$ cat config.mk
export PLATFORM = sky130hd
export DESIGN_NAME = gpio_irq_ctrl
export DESIGN_NICKNAME = d
export VERILOG_FILES = /design/src/rtl/gpio_irq_pkg.sv /design/src/rtl/gpio_debounce.sv /design/src/rtl/gpio_irq_ctrl.sv
export SDC_FILE = /design/constraint.sdc
export NUM_CORES = 1
export LEC_CHECK = 0
export ABC_AREA = 1
export CORE_ASPECT_RATIO = 1.75
export CORE_MARGIN = 2
export CORE_UTILIZATION = 63
export CTS_CLUSTER_DIAMETER = 60
export DETAILED_ROUTE_END_ITERATION = 12
export GPL_ROUTABILITY_DRIVEN = 1
export PLACE_DENSITY = 0.91
export SKIP_CTS_REPAIR_TIMING = 1
export SLEW_MARGIN = 0
export SYNTH_ARGS = -nofsm -noshare
export SYNTH_HDL_FRONTEND = slang
export SYNTH_SLANG_ARGS = --single-unit
$ cat constraint.sdc
create_clock -name CLK -period 4.1 [get_ports CLK]
set_input_delay 0.615 -clock CLK [delete_from_list [all_inputs] [get_ports CLK]]
set_output_delay 0.615 -clock CLK [all_outputs]
set_load 0.01 [all_outputs]
$ cat src/rtl/gpio_irq_pkg.sv
// Shared register map and defaults for the GPIO input / interrupt controller.
package gpio_irq_pkg;
  localparam int GPIO_IRQ_RAW      = 0;
  localparam int GPIO_IRQ_STATE    = 1;
  localparam int GPIO_IRQ_RISE_EN  = 2;
  localparam int GPIO_IRQ_FALL_EN  = 3;
  localparam int GPIO_IRQ_PENDING  = 4;
  localparam int GPIO_IRQ_IRQ_EN   = 5;
  localparam int GPIO_IRQ_SOFT_SET = 6;

  // 1 ms of stability at a 12 MHz core clock
  localparam int GPIO_IRQ_DEBOUNCE_CYCLES = 12000;
endpackage

$ cat src/rtl/gpio_debounce.sv
// One input pin: 2-flop synchroniser, debounce counter and accepted STATE.
// STATE moves on the DEBOUNCE_CYCLES-th consecutive disagreeing edge; rise/fall pulse on that edge.
module gpio_debounce
  import gpio_irq_pkg::*;
#(
  parameter int DEBOUNCE_CYCLES = GPIO_IRQ_DEBOUNCE_CYCLES,
  parameter int CNT_BITS        = 14
) (
  input  logic CLK,
  input  logic RSTb,
  input  logic i_pin,
  output logic o_raw,
  output logic o_state,
  output logic o_rise,
  output logic o_fall
);
  localparam logic [CNT_BITS-1:0] LP_LAST = CNT_BITS'(DEBOUNCE_CYCLES - 1);

  logic                r_sync1;
  logic                r_raw;
  logic                r_state;
  logic [CNT_BITS-1:0] r_cnt;
  logic                w_diff;
  logic                w_take;

  assign w_diff = r_raw != r_state;
  assign w_take = w_diff && (r_cnt == LP_LAST);

  always_ff @(posedge CLK) begin
    if (!RSTb) begin
      r_sync1 <= 1'b0;
      r_raw   <= 1'b0;
      r_state <= 1'b0;
      r_cnt   <= '0;
    end else begin
      r_sync1 <= i_pin;
      r_raw   <= r_sync1;
      // any return to the accepted level restarts the count
      if (!w_diff) begin
        r_cnt <= '0;
      end else if (w_take) begin
        r_cnt   <= '0;
        r_state <= r_raw;
      end else begin
        r_cnt <= r_cnt + 1'b1;
      end
    end
  end

  assign o_raw   = r_raw;
  assign o_state = r_state;
  assign o_rise  = w_take & r_raw;
  assign o_fall  = w_take & ~r_raw;
endmodule

$ cat src/rtl/gpio_irq_ctrl.sv
// GPIO input controller: debounced pins, edge-latched pending bits, registered level IRQ.
// Register writes land on the WR edge; DATA_OUT is a combinational read of ADDRESS.
module gpio_irq_ctrl
  import gpio_irq_pkg::*;
#(
  parameter int BITS            = 16,
  parameter int ADDRESS_BITS    = 4,
  parameter int NPINS           = 6,
  parameter int DEBOUNCE_CYCLES = GPIO_IRQ_DEBOUNCE_CYCLES,
  parameter int CNT_BITS        = 14
) (
  input  logic                    CLK,
  input  logic                    RSTb,
  input  logic [ADDRESS_BITS-1:0] ADDRESS,
  input  logic [BITS-1:0]         DATA_IN,
  output logic [BITS-1:0]         DATA_OUT,
  input  logic                    WR,
  input  logic [NPINS-1:0]        INPUT_PINS,
  output logic                    IRQ
);
  localparam logic [ADDRESS_BITS-1:0] A_RAW      = ADDRESS_BITS'(GPIO_IRQ_RAW);
  localparam logic [ADDRESS_BITS-1:0] A_STATE    = ADDRESS_BITS'(GPIO_IRQ_STATE);
  localparam logic [ADDRESS_BITS-1:0] A_RISE_EN  = ADDRESS_BITS'(GPIO_IRQ_RISE_EN);
  localparam logic [ADDRESS_BITS-1:0] A_FALL_EN  = ADDRESS_BITS'(GPIO_IRQ_FALL_EN);
  localparam logic [ADDRESS_BITS-1:0] A_PENDING  = ADDRESS_BITS'(GPIO_IRQ_PENDING);
  localparam logic [ADDRESS_BITS-1:0] A_IRQ_EN   = ADDRESS_BITS'(GPIO_IRQ_IRQ_EN);
  localparam logic [ADDRESS_BITS-1:0] A_SOFT_SET = ADDRESS_BITS'(GPIO_IRQ_SOFT_SET);

  logic [NPINS-1:0] w_raw;
  logic [NPINS-1:0] w_state;
  logic [NPINS-1:0] w_rise;
  logic [NPINS-1:0] w_fall;
  logic [NPINS-1:0] w_wdat;
  logic [NPINS-1:0] w_set;
  logic [NPINS-1:0] w_clr;
  logic [NPINS-1:0] r_rise_en;
  logic [NPINS-1:0] r_fall_en;
  logic [NPINS-1:0] r_pending;
  logic [NPINS-1:0] r_irq_en;
  logic             r_irq;

  genvar g;
  generate
    for (g = 0; g < NPINS; g++) begin : g_pin
      gpio_debounce #(
        .DEBOUNCE_CYCLES(DEBOUNCE_CYCLES),
        .CNT_BITS       (CNT_BITS)
      ) u_deb (
        .CLK    (CLK),
        .RSTb   (RSTb),
        .i_pin  (INPUT_PINS[g]),
        .o_raw  (w_raw[g]),
        .o_state(w_state[g]),
        .o_rise (w_rise[g]),
        .o_fall (w_fall[g])
      );
    end
    if (NPINS < BITS) begin : g_hi
      logic w_unused_hi;
      assign w_unused_hi = ^DATA_IN[BITS-1:NPINS];
    end
  endgenerate

  assign w_wdat = DATA_IN[NPINS-1:0];
  assign w_clr  = (WR && (ADDRESS == A_PENDING)) ? w_wdat : '0;
  // OR-ing set after the clear mask lets a same-cycle set beat W1C
  assign w_set  = (w_rise & r_rise_en) | (w_fall & r_fall_en)
                | ((WR && (ADDRESS == A_SOFT_SET)) ? w_wdat : '0);

  always_ff @(posedge CLK) begin
    if (!RSTb) begin
      r_rise_en <= '0;
      r_fall_en <= '0;
      r_pending <= '0;
      r_irq_en  <= '0;
      r_irq     <= 1'b0;
    end else begin
      if (WR && (ADDRESS == A_RISE_EN)) r_rise_en <= w_wdat;
      if (WR && (ADDRESS == A_FALL_EN)) r_fall_en <= w_wdat;
      if (WR && (ADDRESS == A_IRQ_EN))  r_irq_en  <= w_wdat;
      r_pending <= (r_pending & ~w_clr) | w_set;
      r_irq     <= |(r_pending & r_irq_en);
    end
  end

  always_comb begin
    DATA_OUT = '0;
    case (ADDRESS)
      A_RAW:     DATA_OUT[NPINS-1:0] = w_raw;
      A_STATE:   DATA_OUT[NPINS-1:0] = w_state;
      A_RISE_EN: DATA_OUT[NPINS-1:0] = r_rise_en;
      A_FALL_EN: DATA_OUT[NPINS-1:0] = r_fall_en;
      A_PENDING: DATA_OUT[NPINS-1:0] = r_pending;
      A_IRQ_EN:  DATA_OUT[NPINS-1:0] = r_irq_en;
      default:   DATA_OUT = '0;
    endcase
  end

  assign IRQ = r_irq;
endmodule

==> flow_summary.html, run 1 <==
<table>
<tr><th>Metric</th><th>Value</th></tr>
<tr><th colspan="2">Finish</th></tr>
<tr><td>Count of antenna diodes in the layout</td><td>0</td></tr>
<tr><td>Total of fill cells in the finished design</td><td>749</td></tr>
<tr><td>Final Util</td><td>74.19%</td></tr>
<tr><td>Fraction of final layout cells sized beyond drive strength 1</td><td>9.044%</td></tr>
<tr><td>Nets@finish</td><td>between 900 and 1k</td></tr>
<tr><td>Final cell count without fillers</td><td>~1.1k</td></tr>
<tr><td>Synth-to-Final Area Change</td><td>14.20%</td></tr>
<tr><th colspan="2">Floorplanning</th></tr>
<tr><td>Y dimension of the die</td><td>between 100 and 150 µm</td></tr>
<tr><td>Die area</td><td>between 0.01 and 0.015 mm²</td></tr>
<tr><td>Floorplan die width</td><td>80.18 µm</td></tr>
<tr><td>Placement row count</td><td>48</td></tr>
<tr><td>Total I/O pin count</td><td>46</td></tr>
<tr><td>Initial Utilization</td><td>64.96%</td></tr>
<tr><td>Core ar.</td><td>between 0.009 and 0.01 mm²</td></tr>
<tr><th colspan="2">Clock tree</th></tr>
<tr><td>Clock tree buffer depth</td><td>2</td></tr>
<tr><td>Clock latency of the later-clocked register in the worst-skew pair</td><td>between 0.4 and 0.5 ns</td></tr>
<tr><td>Clock tree from TritonCTS</td><td>yes</td></tr>
<tr><td>Number of levels the H-tree was split into</td><td>4</td></tr>
<tr><td>Clock tree sinks</td><td>127</td></tr>
<tr><td>Clock Tree Root</td><td>sky130_fd_sc_hd__clkbuf_16</td></tr>
<tr><td>Clock input transition at the sequential cells of the worst setup and hold paths</td><td>0.06 ns</td></tr>
<tr><td>Clock buffers created by TritonCTS</td><td>17</td></tr>
<tr><th colspan="2">Synthesis</th></tr>
<tr><td>Syn avg cell area</td><td>6.955 µm²</td></tr>
<tr><td>Complex-gate fraction of the synthesized area</td><td>7.391%</td></tr>
<tr><td>Count of flip-flops with a built-in enable after synthesis</td><td>0</td></tr>
<tr><td>Xor-xnor portion of the synthesized cell area</td><td>5.065%</td></tr>
<tr><td>Synth unique cells</td><td>37</td></tr>
<tr><td>Simple-gate area share of the yosys netlist</td><td>35.61%</td></tr>
<tr><td>Share of cell area taken by muxes after synthesis</td><td>0%</td></tr>
<tr><td>Number of synthesis warnings</td><td>0</td></tr>
<tr><td>Post-synth top area share</td><td>between 30% and 40%</td></tr>
<tr><td>Synth top area cells</td><td>sky130_fd_sc_hd__dfxtp_1 (40%), sky130_fd_sc_hd__nand2_1 (12%), sky130_fd_sc_hd__nor2_1 (8.3%)</td></tr>
<tr><td>Register bit count reported by yosys</td><td>127</td></tr>
<tr><td>Area leader, netlist</td><td>sky130_fd_sc_hd__dfxtp_1</td></tr>
<tr><td>Fraction of the mapped netlist area in adder cells</td><td>1.173%</td></tr>
<tr><td>Post-synth top flop</td><td>sky130_fd_sc_hd__dfxtp_1</td></tr>
<tr><td>Share of synthesized flip-flops with an asynchronous set or reset</td><td>0%</td></tr>
<tr><td>List of most frequent post-synthesis cells</td><td>sky130_fd_sc_hd__nand2_1 (209), sky130_fd_sc_hd__nor2_1 (142), sky130_fd_sc_hd__dfxtp_1 (127)</td></tr>
<tr><td>Library cell with the highest instance count after synthesis</td><td>sky130_fd_sc_hd__nand2_1</td></tr>
<tr><td>Synthesized instance count</td><td>920</td></tr>
<tr><td>Sequential share of the synthesized area</td><td>39.73%</td></tr>
<tr><td>Combinational family with the most area after synthesis</td><td>simple AND/OR/NAND/NOR gates</td></tr>
<tr><td>Netlist area before placement</td><td>approximately 0.0064 mm²</td></tr>
<tr><th colspan="2">Route</th></tr>
<tr><td>Average detailed-routed wire length per instance</td><td>12.97 µm</td></tr>
<tr><td>Detailed-route wire length</td><td>14.10 mm</td></tr>
<tr><td>Overall via count from detail_route</td><td>5878</td></tr>
<tr><td>Antenna Nets Post-Route</td><td>0</td></tr>
<tr><td>Iteration count of the initial detailed-routing pass</td><td>5</td></tr>
<tr><td>Routed vias/inst</td><td>approximately 5.4</td></tr>
<tr><td>DRC errors left</td><td>0</td></tr>
<tr><td>DRT iter0 DRCs</td><td>around 380</td></tr>
<tr><th colspan="2">Global routing</th></tr>
<tr><td>Gr ovfl total</td><td>0</td></tr>
<tr><td>Routing usage on met1</td><td>29.12%</td></tr>
<tr><td>Wire length of the first global-routing pass</td><td>23.63 mm</td></tr>
<tr><td>Most used routing layer</td><td>met2</td></tr>
<tr><td>Initial antenna violation count</td><td>0</td></tr>
<tr><td>Overall Global Routing Usage</td><td>27.06%</td></tr>
<tr><td>Met2 usage</td><td>between 40% and 50%</td></tr>
<tr><td>Maximum number of pins on one net before global-route repair</td><td>44</td></tr>
<tr><td>Met3 Track Usage GR</td><td>5.046%</td></tr>
<tr><td>Vias in the first global route</td><td>~5.6k</td></tr>
<tr><th colspan="2">Timing</th></tr>
<tr><td>Worst Hold Margin</td><td>approximately 0.42 ns</td></tr>
<tr><td>Max transition margin</td><td>61.90%</td></tr>
<tr><td>Setup clock skew after layout</td><td>0.006927 ns</td></tr>
<tr><td>Total negative slack</td><td>0 ns</td></tr>
<tr><td>RSZ-0062 raised after global routing</td><td>no</td></tr>
<tr><td>Setup violation total in the final timing report</td><td>0</td></tr>
<tr><td>Fin. max-slew vios</td><td>0</td></tr>
<tr><td>Final period demand of the worst path</td><td>~3.2 ns</td></tr>
<tr><td>Final hold viol count</td><td>0</td></tr>
<tr><td>Final period utilization</td><td>77.73%</td></tr>
<tr><td>Highest clock frequency the design can meet</td><td>approximately 310 MHz</td></tr>
<tr><td>Slew of the pin with the lowest slew margin</td><td>0.5709 ns</td></tr>
<tr><th colspan="2">Hold path</th></tr>
<tr><td>Path category of the worst min-delay check</td><td>reg -&gt; reg</td></tr>
<tr><th colspan="2">Place</th></tr>
<tr><td>Post-DP HPWL</td><td>9.590 mm</td></tr>
<tr><td>Count of buffers inserted at the top-level ports</td><td>25</td></tr>
<tr><td>Cells after DPL</td><td>around 1.1k</td></tr>
<tr><td>Final GP Congestion</td><td>0.8767</td></tr>
<tr><th colspan="2">Job</th></tr>
<tr><td>Max-cap violation count</td><td>0</td></tr>
<tr><th colspan="2">Setup path</th></tr>
<tr><td>Sort of element at the start of the critical path</td><td>input pin</td></tr>
<tr><td>CP Capture Type</td><td>output port</td></tr>
<tr><td>Worst EP arrival</td><td>2.57 ns</td></tr>
<tr><td>Worst path required time</td><td>3.48 ns</td></tr>
<tr><td>Peak fanout along the critical path</td><td>11</td></tr>
<tr><td>Crit path kind</td><td>in -&gt; out</td></tr>
<tr><th colspan="2">Run status</th></tr>
<tr><td>Outcome</td><td>complete, no violations</td></tr>
<tr><th colspan="2">Power</th></tr>
<tr><td>Power Dens Cells</td><td>just over 400 mW/mm²</td></tr>
<tr><td>Leakage power</td><td>2.661 nW</td></tr>
<tr><td>Maximum VDD drop</td><td>357.2 µV</td></tr>
</table>
metal layers:
layer | part of all wire [%] | routed length, µm
met5 | 0 | 0
met4 | 3.8 | 534
met3 | 4.6 | 655
met2 | 53 | 7533
met1 | 38 | 5376
final timing paths:
kind	from	to	slack, ns	cells after the start
worst max-delay path	ADDRESS[1]	DATA_OUT[4]	0.91	8
worst max register to register	g_pin[4].u_deb.r_cnt[0]	g_pin[4].u_deb.r_cnt[12]	2.40	6
worst min-delay path	g_pin[0].u_deb.r_sync1	g_pin[0].u_deb.o_raw	0.42	2
worst min register to register	g_pin[0].u_deb.r_sync1	g_pin[0].u_deb.o_raw	0.42	2
worst max-delay path: stages:
cell and delay [ns]:
sky130_fd_sc_hd__clkdlybuf4s50_1 0.47, sky130_fd_sc_hd__nor2_1 0.16, sky130_fd_sc_hd__buf_4 0.20, sky130_fd_sc_hd__nand2_1 0.19, sky130_fd_sc_hd__o22ai_1 0.20, sky130_fd_sc_hd__nor2_1 0.06, sky130_fd_sc_hd__nand3_1 0.12, sky130_fd_sc_hd__clkdlybuf4s50_1 0.56
flip-flops by register name, summed over array words and instances (netlist names):
register             count
r_rise_en                6
IRQ                      1
r_fall_en                6
g_pin.u_deb.o_raw        6
g_pin.u_deb.r_cnt       84
r_pending                6
r_irq_en                 6
g_pin.u_deb.r_sync1      6
g_pin.u_deb.o_state      6
layout make-up:
cell class                      count  area, µm²  share of cell area, %
Sequential cell                   127       2542                  34.79
Inverter                          134      503.0                  6.884
Tap cell                          125      156.4                  2.140
Multi-Input combinational cell    640       3188                  43.63
Clock buffer                       17      425.4                  5.822
Timing Repair Buffer               29      280.3                  3.836
Clock inverter                     15      211.5                  2.894
cells in the final DEF, fill, tap and decap left out, types with 10 or more instances in the layout:
cell and count:
sky130_fd_sc_hd__nand2_1 209, sky130_fd_sc_hd__nand4_1 25, sky130_fd_sc_hd__nand3_1 56, sky130_fd_sc_hd__nor2_1 142, sky130_fd_sc_hd__o21ai_0 27, sky130_fd_sc_hd__nor3_1 19
sky130_fd_sc_hd__a21oi_1 44, sky130_fd_sc_hd__o22ai_1 10, sky130_fd_sc_hd__dfxtp_1 127, sky130_fd_sc_hd__clkdlybuf4s50_1 25, sky130_fd_sc_hd__clkbuf_16 17, sky130_fd_sc_hd__conb_1 10
sky130_fd_sc_hd__nor2_4 19, sky130_fd_sc_hd__inv_1 125, sky130_fd_sc_hd__xor2_1 31
metrics by stage:
stage | worst slack, ns | cell area (µm²) | power, mW
after floorplan | 2.173 | 6432 | 1.344
after CTS | 0.9577 | 7307 | 2.962
after global placement | 0.9842 | 6670 | 1.371
final | 0.9133 | 7307 | 2.957
after detailed placement | 0.9533 | 6670 | 1.373
after global routing | 0.7872 | 7307 | 3.024
kinds of logic (layout without fill, tap and decap cells):
kind of cell | Yosys count | in the layout
fa+ha+maj | 6 | 6
simple gates | 497 | 497
flops | 127 | 127
compound gates | 90 | 90
buf+inv | 162 | 195
xor+xnor | 37 | 37
other cells | 1 | 10
where the power goes:
| group | switching [mW] | total, mW | internal, mW |
|---|---|---|---|
| clock network | 0.583 | 1.61 | 1.03 |
| logic | 0.0619 | 0.0951 | 0.0332 |
| registers | 0.00773 | 1.25 | 1.25 |
(Power assumes the default switching activity.)
==> inputs of run 2 (changes only) <==
--- a/config.mk
+++ b/config.mk
@@ -8,11 +8,11 @@
 export ABC_AREA = 1
 export CORE_ASPECT_RATIO = 1.75
 export CORE_MARGIN = 2
-export CORE_UTILIZATION = 63
+export CORE_UTILIZATION = 53
 export CTS_CLUSTER_DIAMETER = 60
 export DETAILED_ROUTE_END_ITERATION = 12
 export GPL_ROUTABILITY_DRIVEN = 1
-export PLACE_DENSITY = 0.91
+export PLACE_DENSITY = 0.82
 export SKIP_CTS_REPAIR_TIMING = 1
 export SLEW_MARGIN = 0
 export SYNTH_ARGS = -nofsm -noshare
==> constraint.sdc (replaced) <==
create_clock -name CLK -period 2.6 [get_ports CLK]
set_input_delay 0.39 -clock CLK [delete_from_list [all_inputs] [get_ports CLK]]
set_output_delay 0.39 -clock CLK [all_outputs]
set_load 0.01 [all_outputs]
==> run 2 against run 1 <==
Power up 48%. Final cell count up 1.6%. Core utilization down 12 points. Combinational power up 72%. Final area up 0.48%. Register-to-register slack worse by 1.4 ns. Critical endpoint is now DATA_OUT[3]. Highest routed layer unchanged.
==> flow_summary.html, run 2 (synthesis results as in run 1) <==
<table>
<tr><th>Metric</th><th>Value</th></tr>
<tr><th colspan="2">Run status</th></tr>
<tr><td>Outcome</td><td>complete, no violations</td></tr>
<tr><th colspan="2">Clock tree</th></tr>
<tr><td>Clock tree sinks</td><td>127</td></tr>
<tr><td>Number of levels the H-tree was split into</td><td>4</td></tr>
<tr><td>Clock buffers created by TritonCTS</td><td>17</td></tr>
<tr><td>Clock input transition at the sequential cells of the worst setup and hold paths</td><td>0.05 ns</td></tr>
<tr><td>Clock latency of the later-clocked register in the worst-skew pair</td><td>between 0.4 and 0.5 ns</td></tr>
<tr><td>Clock tree buffer depth</td><td>2</td></tr>
<tr><td>Clock Tree Root</td><td>sky130_fd_sc_hd__clkbuf_16</td></tr>
<tr><td>Clock tree from TritonCTS</td><td>yes</td></tr>
<tr><th colspan="2">Global routing</th></tr>
<tr><td>Gr ovfl total</td><td>0</td></tr>
<tr><td>Initial antenna violation count</td><td>0</td></tr>
<tr><td>Met3 Track Usage GR</td><td>4.261%</td></tr>
<tr><td>Overall Global Routing Usage</td><td>22.47%</td></tr>
<tr><td>Wire length of the first global-routing pass</td><td>23.61 mm</td></tr>
<tr><td>Most used routing layer</td><td>met2</td></tr>
<tr><td>Maximum number of pins on one net before global-route repair</td><td>43</td></tr>
<tr><td>Met2 usage</td><td>41.60%</td></tr>
<tr><td>Routing usage on met1</td><td>23.00%</td></tr>
<tr><td>Vias in the first global route</td><td>~5.6k</td></tr>
<tr><th colspan="2">Timing</th></tr>
<tr><td>Final period utilization</td><td>97.32%</td></tr>
<tr><td>Final period demand of the worst path</td><td>approximately 2.5 ns</td></tr>
<tr><td>Setup clock skew after layout</td><td>0.006669 ns</td></tr>
<tr><td>Highest clock frequency the design can meet</td><td>395.2 MHz</td></tr>
<tr><td>Total negative slack</td><td>0 ns</td></tr>
<tr><td>Fin. max-slew vios</td><td>0</td></tr>
<tr><td>Final hold viol count</td><td>0</td></tr>
<tr><td>Setup violation total in the final timing report</td><td>0</td></tr>
<tr><th colspan="2">Setup path</th></tr>
<tr><td>CP Capture Type</td><td>output port</td></tr>
<tr><td>Sort of element at the start of the critical path</td><td>input pin</td></tr>
<tr><td>Peak fanout along the critical path</td><td>12</td></tr>
<tr><td>Most common cell type on the critical path</td><td>sky130_fd_sc_hd__clkdlybuf4s50_1</td></tr>
<tr><td>Critical path buffers and inverters</td><td>5</td></tr>
<tr><td>Worst EP arrival</td><td>2.14 ns</td></tr>
<tr><td>Count of cells along the worst register-to-register path</td><td>6</td></tr>
<tr><td>Cell type group with the largest total delay on the critical path</td><td>buffers and inverters</td></tr>
<tr><td>Ordered cell list for the critical path</td><td>clkdlybuf4s50_1 &gt; buf_4 &gt; nor2_4 &gt; inv_2 &gt; nor2_1 &gt; buf_6 &gt; nand2_1 &gt; nand3_1 &gt; clkdlybuf4s50_1</td></tr>
<tr><td>Number of logic stages on the critical path including buffering</td><td>9</td></tr>
<tr><td>CP max stage cell</td><td>sky130_fd_sc_hd__clkdlybuf4s50_1</td></tr>
<tr><td>Crit path kind</td><td>in -&gt; out</td></tr>
<tr><td>Worst path required time</td><td>2.21 ns</td></tr>
<tr><td>Slowest Stage Delay on Critical Path</td><td>0.54 ns</td></tr>
<tr><th colspan="2">Floorplanning</th></tr>
<tr><td>Y dimension of the die</td><td>149.4 µm</td></tr>
<tr><td>Die area</td><td>0.01300 mm²</td></tr>
<tr><td>Core ar.</td><td>about 0.012 mm²</td></tr>
<tr><td>Initial Utilization</td><td>53.91%</td></tr>
<tr><td>Floorplan die width</td><td>87.06 µm</td></tr>
<tr><td>Placement row count</td><td>53</td></tr>
<tr><td>Total I/O pin count</td><td>46</td></tr>
<tr><th colspan="2">Route</th></tr>
<tr><td>DRT iter0 DRCs</td><td>approximately 280</td></tr>
<tr><td>Detailed-route wire length</td><td>between 10 and 15 mm</td></tr>
<tr><td>Routed vias/inst</td><td>5.149</td></tr>
<tr><td>Antenna Nets Post-Route</td><td>0</td></tr>
<tr><td>Iteration count of the initial detailed-routing pass</td><td>5</td></tr>
<tr><td>DRC errors left</td><td>0</td></tr>
<tr><td>Overall via count from detail_route</td><td>5685</td></tr>
<tr><td>Average detailed-routed wire length per instance</td><td>12.23 µm</td></tr>
<tr><th colspan="2">Finish</th></tr>
<tr><td>Synth-to-Final Area Change</td><td>14.74%</td></tr>
<tr><td>Nets@finish</td><td>991</td></tr>
<tr><td>Final instance area</td><td>0.007342 mm²</td></tr>
<tr><td>Count of antenna diodes in the layout</td><td>0</td></tr>
<tr><td>Max reg flops</td><td>84</td></tr>
<tr><td>Most frequent cells in the layout</td><td>sky130_fd_sc_hd__nand2_1 (206), sky130_fd_sc_hd__nor2_1 (140), sky130_fd_sc_hd__dfxtp_1 (127), sky130_fd_sc_hd__inv_1 (125), sky130_fd_sc_hd__nand3_1 (56)</td></tr>
<tr><td>Register with the highest flop count</td><td>g_pin.u_deb.r_cnt</td></tr>
<tr><td>Most common library cell in the layout ignoring fill and taps</td><td>sky130_fd_sc_hd__nand2_1</td></tr>
<tr><td>Fraction of final layout cells sized beyond drive strength 1</td><td>9.617%</td></tr>
<tr><th colspan="2">Hold path</th></tr>
<tr><td>Path category of the worst min-delay check</td><td>reg -&gt; reg</td></tr>
<tr><td>Number of cells traversed by the worst hold path</td><td>2</td></tr>
<tr><th colspan="2">Power</th></tr>
<tr><td>Leakage power</td><td>2.778 nW</td></tr>
<tr><td>Maximum VDD drop</td><td>between 500 and 600 µV</td></tr>
<tr><td>Power Dens Cells</td><td>597.2 mW/mm²</td></tr>
<tr><th colspan="2">Place</th></tr>
<tr><td>Post-DP HPWL</td><td>9.730 mm</td></tr>
<tr><td>Final GP Congestion</td><td>0.9572</td></tr>
<tr><td>Count of buffers inserted at the top-level ports</td><td>25</td></tr>
<tr><td>Placement Cell Area</td><td>0.006738 mm²</td></tr>
<tr><th colspan="2">Job</th></tr>
<tr><td>Max-cap violation count</td><td>0</td></tr>
</table>
## run 2: cell types whose count changed in the layout (fill, tap and decap cells not counted), moves of 3 or more
cell,change
sky130_fd_sc_hd__buf_4,+6
sky130_fd_sc_hd__clkbuf_1,+4
sky130_fd_sc_hd__clkdlybuf4s50_1,-7
sky130_fd_sc_hd__clkinv_2,+4
sky130_fd_sc_hd__clkinv_4,-4
sky130_fd_sc_hd__clkinvlp_4,-3
sky130_fd_sc_hd__dlymetal6s2s_1,+7
sky130_fd_sc_hd__inv_6,-3
sky130_fd_sc_hd__nand2_1,-3
sky130_fd_sc_hd__nand2_2,+3
sky130_fd_sc_hd__nor2_4,+3
## run 2: final timing paths
| path | end | slack (ns) | start |
|---|---|---|---|
| hold reg to reg | g_pin[2].u_deb.o_raw | 0.41 | g_pin[2].u_deb.r_sync1 |
| setup reg to reg | g_pin[4].u_deb.r_cnt[11] | 0.98 | g_pin[4].u_deb.r_cnt[0] |
| hold / removal | g_pin[2].u_deb.o_raw | 0.41 | g_pin[2].u_deb.r_sync1 |
| setup / recovery | DATA_OUT[3] | 0.07 | ADDRESS[2] |
## run 2: layout make-up
type                       instances  area (µm²)
clock buffer                      23       467.9
clock inverter                     7       87.58
fill                            1023        4528
inverter                         134       503.0
multi-input combinational        640        3216
sequential                       127        2542
tap                              137       171.4
timing repair buffer              36       354.1
## run 2: per-layer routing
layer / vias up / share of wire [%]
met5: - / 0
met2: 121 / 55
met3: 33 / 3.5
met4: 0 / 3.0
li1: 2942 / -
met1: 2589 / 39
## run 2: report_power, final
part	switching [mW]	internal, mW	leakage (nW)
Clock	0.800	1.44	0.273
Sequential	0.0125	1.97	1.03
Combinational	0.104	0.0599	1.48
Total	0.916	3.47	2.78
## run 2: metrics by stage
step | setup slack, ns | hold slack (ns) | power, mW | std cells | utilization, %
6_report | 0.06959 | 0.4139 | 4.384 | 1104 | 61.85
5_1_grt | -0.01333 | 0.4417 | 4.508 | 1104 | 61.85
4_1_cts | -0.08329 | 0.4164 | 4.405 | 1104 | 61.44
3_5_place_dp | -0.08506 | 0.4071 | 2.176 | 1074 | 56.76
3_3_place_gp | -0.05096 | 0.3958 | 2.173 | 1074 | 56.76
2_1_floorplan | 1.123 | 0.3905 | 2.119 | 929 | -
## run 2: worst min-delay path, cell delays in order (launching register included)
cell	delay (ns)
sky130_fd_sc_hd__dfxtp_1	0.30
sky130_fd_sc_hd__nand2_1	0.05
sky130_fd_sc_hd__inv_1	0.04
==> inputs of run 3 (changes only) <==
--- a/config.mk
+++ b/config.mk
@@ -8,11 +8,13 @@
 export ABC_AREA = 1
 export CORE_ASPECT_RATIO = 1.75
 export CORE_MARGIN = 2
-export CORE_UTILIZATION = 53
+export CORE_UTILIZATION = 55
+export CTS_BUF_LIST = sky130_fd_sc_hd__clkbuf_4 sky130_fd_sc_hd__clkbuf_8
 export CTS_CLUSTER_DIAMETER = 60
+export CTS_CLUSTER_SIZE = 40
 export DETAILED_ROUTE_END_ITERATION = 12
 export GPL_ROUTABILITY_DRIVEN = 1
-export PLACE_DENSITY = 0.82
+export PLACE_DENSITY = 0.84
 export SKIP_CTS_REPAIR_TIMING = 1
 export SLEW_MARGIN = 0
 export SYNTH_ARGS = -nofsm -noshare
==> run 3 against run 2 <==
Clock power decreased by 28%. Critical path depth decreased by 1. Register-to-register slack about the same. Fmax increased by 12%. Routed wire length decreased by 0.21%. Final area decreased by 2.6%. Via count decreased by 0.16%. Global-route usage increased by 0.38 points. Non-clock buffer count unchanged. Sequential share of layout area increased by 0.94 points. Flip-flop and latch count unchanged. Setup slack improved by 0.27 ns. Critical endpoint is now DATA_OUT[4]. Largest power group is now sequential cells.
==> flow_summary.html, run 3 (synthesis results as in run 1) <==
<table>
<tr><th>Metric</th><th>Value</th></tr>
<tr><th colspan="2">Timing</th></tr>
<tr><td>Setup violation total in the final timing report</td><td>0</td></tr>
<tr><td>Fin. max-slew vios</td><td>0</td></tr>
<tr><td>Total negative slack</td><td>0 ns</td></tr>
<tr><td>Final period utilization</td><td>87.05%</td></tr>
<tr><td>Highest clock frequency the design can meet</td><td>441.8 MHz</td></tr>
<tr><td>Worst Hold Margin</td><td>0.4197 ns</td></tr>
<tr><td>RSZ-0062 raised after global routing</td><td>no</td></tr>
<tr><td>Final Worst Setup Slack</td><td>0.3367 ns</td></tr>
<tr><td>Final period demand of the worst path</td><td>between 2 and 2.5 ns</td></tr>
<tr><td>Setup clock skew after layout</td><td>0.006915 ns</td></tr>
<tr><td>Final hold viol count</td><td>0</td></tr>
<tr><th colspan="2">Global routing</th></tr>
<tr><td>Maximum number of pins on one net before global-route repair</td><td>25</td></tr>
<tr><td>Vias in the first global route</td><td>5517</td></tr>
<tr><td>Wire length of the first global-routing pass</td><td>roughly 23 mm</td></tr>
<tr><td>Gr ovfl total</td><td>0</td></tr>
<tr><td>Overall Global Routing Usage</td><td>22.85%</td></tr>
<tr><td>Initial antenna violation count</td><td>0</td></tr>
<tr><th colspan="2">Route</th></tr>
<tr><td>Routed vias/inst</td><td>5.141</td></tr>
<tr><td>DRC errors left</td><td>0</td></tr>
<tr><td>Average detailed-routed wire length per instance</td><td>12.21 µm</td></tr>
<tr><td>Detailed-route wire length</td><td>13.48 mm</td></tr>
<tr><td>Overall via count from detail_route</td><td>5676</td></tr>
<tr><td>Antenna Nets Post-Route</td><td>0</td></tr>
<tr><td>DRT iter0 DRCs</td><td>179</td></tr>
<tr><td>Iteration count of the initial detailed-routing pass</td><td>5</td></tr>
<tr><th colspan="2">Place</th></tr>
<tr><td>Placement Cell Area</td><td>0.006728 mm²</td></tr>
<tr><td>Setup slack at placement</td><td>-0.08595 ns</td></tr>
<tr><td>Count of buffers inserted at the top-level ports</td><td>25</td></tr>
<tr><td>Cells after DPL</td><td>roughly 1.1k</td></tr>
<tr><td>Final GP Congestion</td><td>0.9235</td></tr>
<tr><td>Post-DP HPWL</td><td>9.910 mm</td></tr>
<tr><th colspan="2">Finish</th></tr>
<tr><td>Register with the highest flop count</td><td>g_pin.u_deb.r_cnt</td></tr>
<tr><td>Most common library cell in the layout ignoring fill and taps</td><td>sky130_fd_sc_hd__nand2_1</td></tr>
<tr><td>Final Util</td><td>a little over three fifths</td></tr>
<tr><td>Max reg flops</td><td>84</td></tr>
<tr><td>Nets@finish</td><td>991</td></tr>
<tr><td>Most frequent cells in the layout</td><td>sky130_fd_sc_hd__nand2_1 (207), sky130_fd_sc_hd__nor2_1 (140), sky130_fd_sc_hd__dfxtp_1 (127), sky130_fd_sc_hd__inv_1 (125), sky130_fd_sc_hd__nand3_1 (56)</td></tr>
<tr><td>Fraction of final layout cells sized beyond drive strength 1</td><td>10.11%</td></tr>
<tr><td>Count of antenna diodes in the layout</td><td>0</td></tr>
<tr><td>Final instance area</td><td>0.007148 mm²</td></tr>
<tr><td>Synth-to-Final Area Change</td><td>11.71%</td></tr>
<tr><td>Final cell count without fillers</td><td>1104</td></tr>
<tr><th colspan="2">Power</th></tr>
<tr><td>Power Dens Cells</td><td>524.9 mW/mm²</td></tr>
<tr><td>Power consumption</td><td>3.752 mW</td></tr>
<tr><td>Maximum VDD drop</td><td>~440 µV</td></tr>
<tr><td>Switching part of the total</td><td>22.41%</td></tr>
<tr><td>Reg power frac</td><td>approximately 53%</td></tr>
<tr><td>Clock network fraction of design power</td><td>43.1%</td></tr>
<tr><td>Reported net switching power</td><td>841.0 µW</td></tr>
<tr><td>Cell-internal power</td><td>approximately 2.9 mW</td></tr>
<tr><td>Leakage power</td><td>2.733 nW</td></tr>
<tr><td>Combinational power share</td><td>4.3%</td></tr>
<tr><th colspan="2">Setup path</th></tr>
<tr><td>Ordered cell list for the critical path</td><td>clkdlybuf4s50_1 &gt; nor2_2 &gt; inv_2 &gt; nor2_1 &gt; buf_4 &gt; nand2_1 &gt; nand3_1 &gt; dlymetal6s2s_1</td></tr>
<tr><td>CP max stage cell</td><td>sky130_fd_sc_hd__clkdlybuf4s50_1</td></tr>
<tr><td>Sort of element at the start of the critical path</td><td>input pin</td></tr>
<tr><td>Worst path required time</td><td>2.21 ns</td></tr>
<tr><td>Cell type group with the largest total delay on the critical path</td><td>buffers and inverters</td></tr>
<tr><td>CP Capture Type</td><td>output port</td></tr>
<tr><td>Critical path buffers and inverters</td><td>4</td></tr>
<tr><td>Peak fanout along the critical path</td><td>8</td></tr>
<tr><td>Crit path kind</td><td>in -&gt; out</td></tr>
<tr><td>Worst EP arrival</td><td>about 1.9 ns</td></tr>
<tr><td>Slowest Stage Delay on Critical Path</td><td>between 0.4 and 0.5 ns</td></tr>
<tr><th colspan="2">Floorplanning</th></tr>
<tr><td>Total I/O pin count</td><td>46</td></tr>
<tr><td>Y dimension of the die</td><td>about 150 µm</td></tr>
<tr><td>Floorplan die width</td><td>85.54 µm</td></tr>
<tr><td>Initial Utilization</td><td>55.88%</td></tr>
<tr><td>Placement row count</td><td>52</td></tr>
<tr><td>Die area</td><td>0.01255 mm²</td></tr>
<tr><td>Core ar.</td><td>0.01145 mm²</td></tr>
<tr><th colspan="2">Clock tree</th></tr>
<tr><td>Clock buffers created by TritonCTS</td><td>17</td></tr>
<tr><td>Number of levels the H-tree was split into</td><td>4</td></tr>
<tr><td>Clock tree sinks</td><td>127</td></tr>
<tr><td>Clock tree buffer depth</td><td>2</td></tr>
<tr><td>Clock input transition at the sequential cells of the worst setup and hold paths</td><td>~0.060 ns</td></tr>
<tr><td>Clock Tree Root</td><td>sky130_fd_sc_hd__clkbuf_8</td></tr>
<tr><td>Clock latency of the later-clocked register in the worst-skew pair</td><td>roughly 0.44 ns</td></tr>
<tr><td>Clock tree from TritonCTS</td><td>yes</td></tr>
<tr><th colspan="2">Hold path</th></tr>
<tr><td>Path category of the worst min-delay check</td><td>reg -&gt; reg</td></tr>
<tr><th colspan="2">Job</th></tr>
<tr><td>Max-cap violation count</td><td>0</td></tr>
<tr><th colspan="2">Run status</th></tr>
<tr><td>Outcome</td><td>complete, no violations</td></tr>
</table>
run 3: changes by cell type in the layout (fill, tap and decap cells not counted), sizes merged:
| cell | delta |
|---|---|
| dlymetal6s2s | +1 |
| clkbuf | +3 |
| bufinv | -1 |
| clkdlybuf4s50 | -1 |
run 3: final cells by class:
cell class / instances / area (µm²)
clock buffer: 26 / 320.3
tap: 135 / 168.9
inverter: 134 / 503.0
timing repair buffer: 36 / 352.8
sequential: 127 / 2542
clock inverter: 6 / 57.56
multi-input combinational: 640 / 3203
fill: 1037 / 4303
run 3: worst paths after layout:
check,start,endpoint,slack [ns],cells past startpoint
setup / recovery,ADDRESS[3],DATA_OUT[4],0.34,8
hold / removal,g_pin[2].u_deb.r_sync1,g_pin[2].u_deb.o_raw,0.42,2
setup reg to reg,g_pin[1].u_deb.r_cnt[0],g_pin[1].u_deb.r_cnt[12],0.99,8
hold reg to reg,g_pin[2].u_deb.r_sync1,g_pin[2].u_deb.o_raw,0.42,2
run 3: layer usage:
metal / wire length [µm] / track usage [%]
met5: 0 / 0
met4: 510 / 11.35
met3: 565 / 5.257
met2: 7221 / 42.30
met1: 5177 / 23.32
run 3: power by group through the flow:
| stage | clock network (mW) | registers (mW) | logic [mW] |
|---|---|---|---|
| after CTS | 1.64 | 1.98 | 0.156 |
| after global placement | 0 | 2.02 | 0.153 |
| after floorplan | 0 | 2.02 | 0.103 |
| after detailed placement | 0 | 2.02 | 0.155 |
| final | 1.62 | 1.98 | 0.160 |
| after global routing | 1.74 | 1.98 | 0.176 |
run 3: worst reg2reg max path, stage by stage, from the launching register on:
cell and delay (ns):
sky130_fd_sc_hd__dfxtp_1 0.36, sky130_fd_sc_hd__ha_1 0.23, sky130_fd_sc_hd__nand2_2 0.10, sky130_fd_sc_hd__nor2_4 0.11, sky130_fd_sc_hd__nand3_2 0.10, sky130_fd_sc_hd__nor2_4 0.15
sky130_fd_sc_hd__nor2_4 0.06, sky130_fd_sc_hd__nand2_4 0.29, sky130_fd_sc_hd__nor2_1 0.10
